==> src/rtl/seg_pkg.sv <==
// Shared types and constants for the display page arbiter.
package seg_pkg;

    typedef enum logic [1:0] {
        HOME = 2'd0,
        GAP  = 2'd1,
        SHOW = 2'd2
    } seg_arb_state_t;

    localparam logic [15:0] SEG_BLANK_WORD = 16'hFFFF;
    localparam int unsigned SEG_HOME_IDX   = 0;

endpackage

==> src/rtl/seg_page_arb_if.sv <==
// Display-word bus between the readout sources, the arbiter and the segment driver.
interface seg_page_arb_if #(
    parameter int unsigned N_SRC = 3
) ();

    logic [N_SRC-1:0]    req;
    logic [16*N_SRC-1:0] val;
    logic [15:0]         disnum;
    logic [N_SRC-1:0]    grant;
    logic                busy;

    modport master (
        output req,
        output val,
        input  disnum,
        input  grant,
        input  busy
    );

    modport slave (
        input  req,
        input  val,
        output disnum,
        output grant,
        output busy
    );

endinterface

==> src/rtl/seg_rr_pick.sv <==
// Round-robin pick of the first pending overlay strictly after last_i, cyclic over 1..N_SRC-1.
module seg_rr_pick #(
    parameter int unsigned N_SRC = 3,
    localparam int unsigned IdxW = $clog2(N_SRC)
) (
    input  logic [N_SRC-1:0] pend_i,
    input  logic [IdxW-1:0]  last_i,
    output logic [IdxW-1:0]  tgt_o,
    output logic             any_o
);

    int unsigned     pos;
    logic [IdxW-1:0] idx;

    // Scan from the farthest candidate down so the nearest one after last_i wins.
    always_comb begin
        tgt_o = '0;
        any_o = 1'b0;
        pos   = 0;
        idx   = '0;
        for (int unsigned k = N_SRC - 1; k >= 1; k--) begin
            pos = ((32'(last_i) + k - 1) % (N_SRC - 1)) + 1;
            idx = IdxW'(pos);
            if (pend_i[idx]) begin
                tgt_o = idx;
                any_o = 1'b1;
            end
        end
    end

endmodule

==> src/rtl/seg_page_arb.sv <==
// Shares one 7-segment display word between a home page and round-robin timed overlays.
module seg_page_arb
    import seg_pkg::*;
#(
    parameter int unsigned N_SRC   = 3,
    parameter int unsigned DWELL   = 2000,
    parameter int unsigned GAP_CYC = 100
) (
    input  logic           clk_i,
    input  logic           rst_ni,
    seg_page_arb_if.slave  bus
);

    localparam int unsigned IdxW = $clog2(N_SRC);
    localparam int unsigned DwW  = $clog2(DWELL);
    localparam int unsigned GapW = $clog2(GAP_CYC + 1);

    seg_arb_state_t   state_q, state_d;
    logic [N_SRC-1:0] pend_q, pend_d;
    logic [IdxW-1:0]  last_q, last_d;
    logic [IdxW-1:0]  tgt_q, tgt_d;
    logic [IdxW-1:0]  sel_q, sel_d;
    logic [DwW-1:0]   dw_q, dw_d;
    logic [GapW-1:0]  gap_q, gap_d;
    logic [15:0]      disnum_q, disnum_d;
    logic [N_SRC-1:0] grant_q, grant_d;
    logic             busy_q, busy_d;

    logic [N_SRC-1:0] req_set;
    logic             restart;
    logic [IdxW-1:0]  pick_tgt;
    logic             pick_any;
    logic [15:0]      words [N_SRC];

    for (genvar g = 0; g < N_SRC; g++) begin : g_words
        assign words[g] = bus.val[16*g +: 16];
    end

    seg_rr_pick #(
        .N_SRC (N_SRC)
    ) u_pick (
        .pend_i (pend_q),
        .last_i (last_q),
        .tgt_o  (pick_tgt),
        .any_o  (pick_any)
    );

    // A request for the overlay already on screen extends it instead of queueing it again.
    always_comb begin
        req_set               = bus.req;
        req_set[SEG_HOME_IDX] = 1'b0;
        restart               = 1'b0;
        if (state_q == SHOW) begin
            req_set[sel_q] = 1'b0;
            restart        = bus.req[sel_q];
        end
    end

    always_comb begin
        state_d = state_q;
        pend_d  = pend_q | req_set;
        last_d  = last_q;
        tgt_d   = tgt_q;
        sel_d   = sel_q;
        dw_d    = dw_q;
        gap_d   = gap_q;
        unique case (state_q)
            HOME: begin
                if (pick_any) begin
                    state_d = GAP;
                    tgt_d   = pick_tgt;
                    gap_d   = '0;
                end
            end
            GAP: begin
                if (gap_q == GapW'(GAP_CYC - 1)) begin
                    gap_d = '0;
                    if (tgt_q != '0) begin
                        state_d        = SHOW;
                        sel_d          = tgt_q;
                        last_d         = tgt_q;
                        dw_d           = '0;
                        pend_d[tgt_q]  = 1'b0;
                    end else begin
                        state_d = HOME;
                    end
                end else begin
                    gap_d = gap_q + 1'b1;
                end
            end
            SHOW: begin
                if (restart) begin
                    dw_d = '0;
                end else if (dw_q == DwW'(DWELL - 1)) begin
                    state_d = GAP;
                    gap_d   = '0;
                    tgt_d   = pick_any ? pick_tgt : '0;
                end else begin
                    dw_d = dw_q + 1'b1;
                end
            end
            default: begin
                state_d = HOME;
            end
        endcase
    end

    // Outputs follow the next state so they switch on the same edge as the FSM.
    always_comb begin
        disnum_d = SEG_BLANK_WORD;
        grant_d  = '0;
        busy_d   = 1'b1;
        unique case (state_d)
            HOME: begin
                disnum_d = words[SEG_HOME_IDX];
                grant_d  = N_SRC'(1) << SEG_HOME_IDX;
                busy_d   = 1'b0;
            end
            SHOW: begin
                disnum_d = words[sel_d];
                grant_d  = N_SRC'(1) << sel_d;
            end
            default: begin
                disnum_d = SEG_BLANK_WORD;
            end
        endcase
    end

    always_ff @(posedge clk_i or negedge rst_ni) begin
        if (!rst_ni) begin
            state_q  <= HOME;
            pend_q   <= '0;
            last_q   <= IdxW'(N_SRC - 1);
            tgt_q    <= '0;
            sel_q    <= '0;
            dw_q     <= '0;
            gap_q    <= '0;
            disnum_q <= SEG_BLANK_WORD;
            grant_q  <= '0;
            busy_q   <= 1'b0;
        end else begin
            state_q  <= state_d;
            pend_q   <= pend_d;
            last_q   <= last_d;
            tgt_q    <= tgt_d;
            sel_q    <= sel_d;
            dw_q     <= dw_d;
            gap_q    <= gap_d;
            disnum_q <= disnum_d;
            grant_q  <= grant_d;
            busy_q   <= busy_d;
        end
    end

    assign bus.disnum = disnum_q;
    assign bus.grant  = grant_q;
    assign bus.busy   = busy_q;

endmodule

==> src/flat_wrapper.sv <==
// flat-port wrapper written by rule: the top's interface ports become plain ports
module seg_page_arb_flat import seg_pkg::*;
#(
    parameter int unsigned N_SRC   = 3,
    parameter int unsigned DWELL   = 2000,
    parameter int unsigned GAP_CYC = 100
)
  (clk_i, rst_ni, bus_req, bus_val, bus_disnum, bus_grant, bus_busy);
  seg_page_arb_if #(.N_SRC(N_SRC)) bus_i ();
  input  logic clk_i;
  input  logic rst_ni;
  input wire logic [$bits(bus_i.req)-1:0] bus_req;
  input wire logic [$bits(bus_i.val)-1:0] bus_val;
  output wire logic [$bits(bus_i.disnum)-1:0] bus_disnum;
  output wire logic [$bits(bus_i.grant)-1:0] bus_grant;
  output wire logic [$bits(bus_i.busy)-1:0] bus_busy;
  assign bus_i.req = bus_req;
  assign bus_i.val = bus_val;
  assign bus_disnum = bus_i.disnum;
  assign bus_grant = bus_i.grant;
  assign bus_busy = bus_i.busy;
  seg_page_arb #(.N_SRC(N_SRC), .DWELL(DWELL), .GAP_CYC(GAP_CYC)) u_core (.clk_i(clk_i), .rst_ni(rst_ni), .bus(bus_i));
endmodule
==> config.mk <==
export PLATFORM = sky130hd
export DESIGN_NAME = seg_page_arb_flat
export DESIGN_NICKNAME = d
export VERILOG_FILES = /design/src/rtl/seg_pkg.sv /design/src/rtl/seg_page_arb_if.sv /design/src/rtl/seg_rr_pick.sv /design/src/rtl/seg_page_arb.sv /design/src/flat_wrapper.sv
export SDC_FILE = /design/constraint.sdc
export NUM_CORES = 1
export LEC_CHECK = 0
export BUFFER_PORTS_ARGS = -buffer_cell sky130_fd_sc_hd__clkbuf_2
export CAP_MARGIN = 20
export CORE_ASPECT_RATIO = 0.5
export CORE_UTILIZATION = 57
export CTS_CLUSTER_DIAMETER = 40
export DETAILED_ROUTE_END_ITERATION = 10
export PLACE_DENSITY = 0.95
export SYNTH_ARGS = -nofsm -noshare
export SYNTH_HDL_FRONTEND = slang
export SYNTH_SLANG_ARGS = --single-unit
==> constraint.sdc <==
create_clock -name clk_i -period 3.1 [get_ports clk_i]
set_clock_uncertainty 0.15 [all_clocks]
set_input_delay 0.62 -clock clk_i [delete_from_list [all_inputs] [get_ports clk_i]]
set_output_delay 0.62 -clock clk_i [all_outputs]
set_load 0.005 [all_outputs]
==> results.json <==
{
  "outcome": "finished, final reports clean",
  "required_ps": 3090,
  "ys_warn_count": 0,
  "nNetsFinal": 413,
  "grt_pass1_wl_um": 12300,
  "finalHoldViolCount": 0,
  "rsz0062_at_grt": "no",
  "dieWidth_um": 101,
  "avgSynthCellArea_um2": 9.55,
  "antenna_found_initial": 0,
  "setup_ws_ps": 571,
  "core_mm2": 0.00453,
  "clkPwrFrac_pct": 23.9,
  "period_minus_slack_ps": 2530,
  "relSlewSlack_pct": 41.1,
  "wl_met2_um": 3750,
  "die_y_um": 51.4,
  "clockBufferDepth": 2,
  "final.period_utilization_pct": 81.6,
  "synth_largest_area_cell": "dfrtp_1",
  "regArea_mm2": 0.00120,
  "syn-cell-area_mm2": 0.00278,
  "antennaDiodeCount": 0,
  "power.density_mw_per_mm2": 556,
  "drive_gt1_share_pct": 32.1,
  "cpMaxStageDelayCell": "a22oi_1",
  "ys_ff_latch": 47,
  "holdBufCountCts": 0,
  "tritoncts": "built",
  "post_cts_buffers": 0,
  "cts_resized": 0,
  "gp_congestion": 0.889,
  "ant_nets": 0,
  "crit_chain": "or3b_1, nor3_1, nand3_1, a22oi_1, o21ai_0",
  "slew_viol_final": 0,
  "p_switching_mw": 0.634,
  "top_layer_used": "met4",
  "std_cell_rows": 17,
  "leakage_nw": 1.41,
  "grt_pass1_vias": 2596,
  "dieArea_mm2": 0.00517,
  "vias_per_cell": 6.58,
  "synthToLayoutAreaGrowth_pct": 18.7,
  "setup_viol": 0,
  "place_worst_setup_slack_ps": 681,
  "drtPass1Iterations": 6,
  "synthCells": 291,
  "dpl.hpwl_um": 5410,
  "fin_setup_tns_ps": 0,
  "multiInputGateArea_mm2": 0.00146,
  "clock_sinks": 47,
  "crit_arrival_ps": 2520,
  "wl_per_cell_um": 18.3,
  "grt_max_degree": 37,
  "cts_buffers": 5,
  "hold_class": "in -> async",
  "reg2regPathDepth": 5,
  "hold_slack_ps": 273,
  "htreeDepth": 2,
  "yosysUniqueCellTypes": 51,
  "synth.yosys.seq_area_share_pct": 43.1,
  "power_frac_comb_pct": 30.2,
  "cap_violations": 0,
  "grt-ovfl-total": 0,
  "tightestPinTransition_ps": 883,
  "grtUsageTotal_pct": 32.0,
  "path_max_fanout": 7,
  "cts.clk_slew.worst_paths_ps": 80,
  "syn_nets": 346,
  "max_stage_delay_ps": 550,
  "crit_buf_inv": 0,
  "start_util_pct": 61.3,
  "internal_power_mw": 1.20,
  "r2r_setup_slack_ps": 570,
  "clkLatencyLatePin_ps": 300,
  "worstReg2RegStart": "u_core.dw_q[5]",
  "swShare_pct": 34.6,
  "worst_path_dominant_cell_family": "simple AND/OR/NAND/NOR gates",
  "synth_top_area_share_pct": 27.9,
  "portBuffers": 72,
  "crit_type": "reg -> reg",
  "fmax_mhz": 395,
  "wl_met1_um": 3010,
  "fillers": 308,
  "vias": 2789,
  "wl_met3_um": 688,
  "ys_top_cells_by_area": "dfrtp_1, dfstp_2, o31a_1",
  "cp-end-kind": "flip-flop",
  "seq_power_share_pct": 45.9,
  "ios": 73,
  "ir_drop_uv": 290,
  "cts_root_buffer": "clkbuf_8",
  "regToRegEndpoint": "u_core.gap_q[1]",
  "drc": 0,
  "cp-start-kind": "flip-flop",
  "finalWirelength_um": 7760,
  "drt-initial-drc-count": 371
}
## cell type report
class	instances	share of cell area (%)
Clock buffer	6	2.20
Clock inverter	1	0.910
Inverter	8	0.910
Multi-Input combinational cell	215	44.2
Sequential cell	47	36.3
Tap cell	66	2.50
Timing Repair Buffer	81	13.0
## worst max path at each step
stage	slack, ps	from	cells after the start	to
floorplan	1010	u_core.dw_q[5]	6	u_core.dw_q[10]
global placement	830	u_core.gap_q[0]	6	u_core.bus.disnum[12]
detailed placement	680	u_core.gap_q[0]	6	u_core.bus.disnum[12]
CTS	650	u_core.gap_q[0]	6	u_core.bus.disnum[12]
global route	530	u_core.gap_q[0]	7	u_core.bus.disnum[5]
finish	570	u_core.dw_q[5]	5	u_core.gap_q[1]
## kinds of logic after synthesis
group / share of synthesized area, %
flip-flops: 43.1
AO/OA/AOI/OAI: 34.2
AND/OR/NAND/NOR: 15.7
buffers and inverters: 4.64
multiplexers: 1.44
adder cells (fa/ha/maj): 0.901
## worst register-to-register path: cells and delay by family (launching register included)
| family | cells | cell delay [ps] |
|---|---|---|
| and+or+nand+nor | 3 | 1000 |
| AOI/OAI and AO/OA | 2 | 780 |
| DFF | 1 | 450 |
## state kept, by name, indices dropped and copies added, names as in the netlist
register           count
u_core.tgt_q           2
u_core.sel_q           2
u_core.pend_q          2
u_core.gap_q           7
u_core.bus.grant       3
u_core.bus.busy        1
u_core.bus.disnum     16
u_core.state_q         2
u_core.last_q          1
u_core.dw_q           11
## metrics by stage
step	power (mW)	cells	area, µm²	util, %
floorplan	1.18	291	2780	-
global placement	1.33	417	3200	70.5
detailed placement	1.37	417	3200	70.5
CTS	1.82	424	3300	72.8
global route	1.92	424	3300	72.8
finish	1.83	424	3300	72.8
## layout by cell type, fill, tap and decap left out, types with 8 or more instances in the layout
cell type / count
a21oi_1: 11
a22o_1: 14
a32oi_1: 14
buf_4: 9
clkbuf_2: 72
dfrtp_1: 31
dfstp_2: 16
inv_1: 8
nand2_1: 21
nand3_1: 13
nor2_1: 11
o21ai_0: 21
o21ai_1: 20
o31a_1: 15
## power by group through the flow
stage,Combinational [mW],Sequential (mW),Clock [mW]
after floorplan,0.359,0.825,0
after global placement,0.497,0.837,0
after detailed placement,0.526,0.848,0
after CTS,0.540,0.836,0.439
after global routing,0.601,0.854,0.463
final,0.553,0.842,0.438
## Yosys cell counts, drive strengths merged
| cell type | count |
|---|---|
| clkbuf | 14 |
| a41oi | 1 |
| nand3 | 13 |
| nand4 | 2 |
| o31ai | 3 |
| or2 | 1 |
| a2bb2oi | 1 |
| inv | 8 |
| a32oi | 14 |
| o31a | 15 |
| a211oi | 1 |
| mux2i | 4 |
| o211ai | 1 |
| nand2 | 22 |
| a21oi | 11 |
| a221o | 2 |
| nand4bb | 2 |
| o22ai | 4 |
| dfrtp | 31 |
| nor2b | 3 |
| o221a | 1 |
| ha | 2 |
| a22oi | 2 |
| a31oi | 2 |
| nor3 | 6 |
| or3b | 1 |
| a22o | 14 |
| dfstp | 16 |
| o21a | 4 |
| nor2 | 11 |
| and4bb | 2 |
| nand2b | 7 |
| buf | 7 |
| and3 | 6 |
| a32o | 7 |
| o2bb2ai | 1 |
| or3 | 2 |
| o21ai | 44 |
| o21bai | 1 |
| and2 | 2 |
## metal layers
layer	vias up	global-route usage, %
met5	-	0
met2	187	56.4
met4	0	16.7
met1	1309	37.3
li1	1255	-
met3	38	6.98
Note: power is estimated with default switching activity, not from simulation.
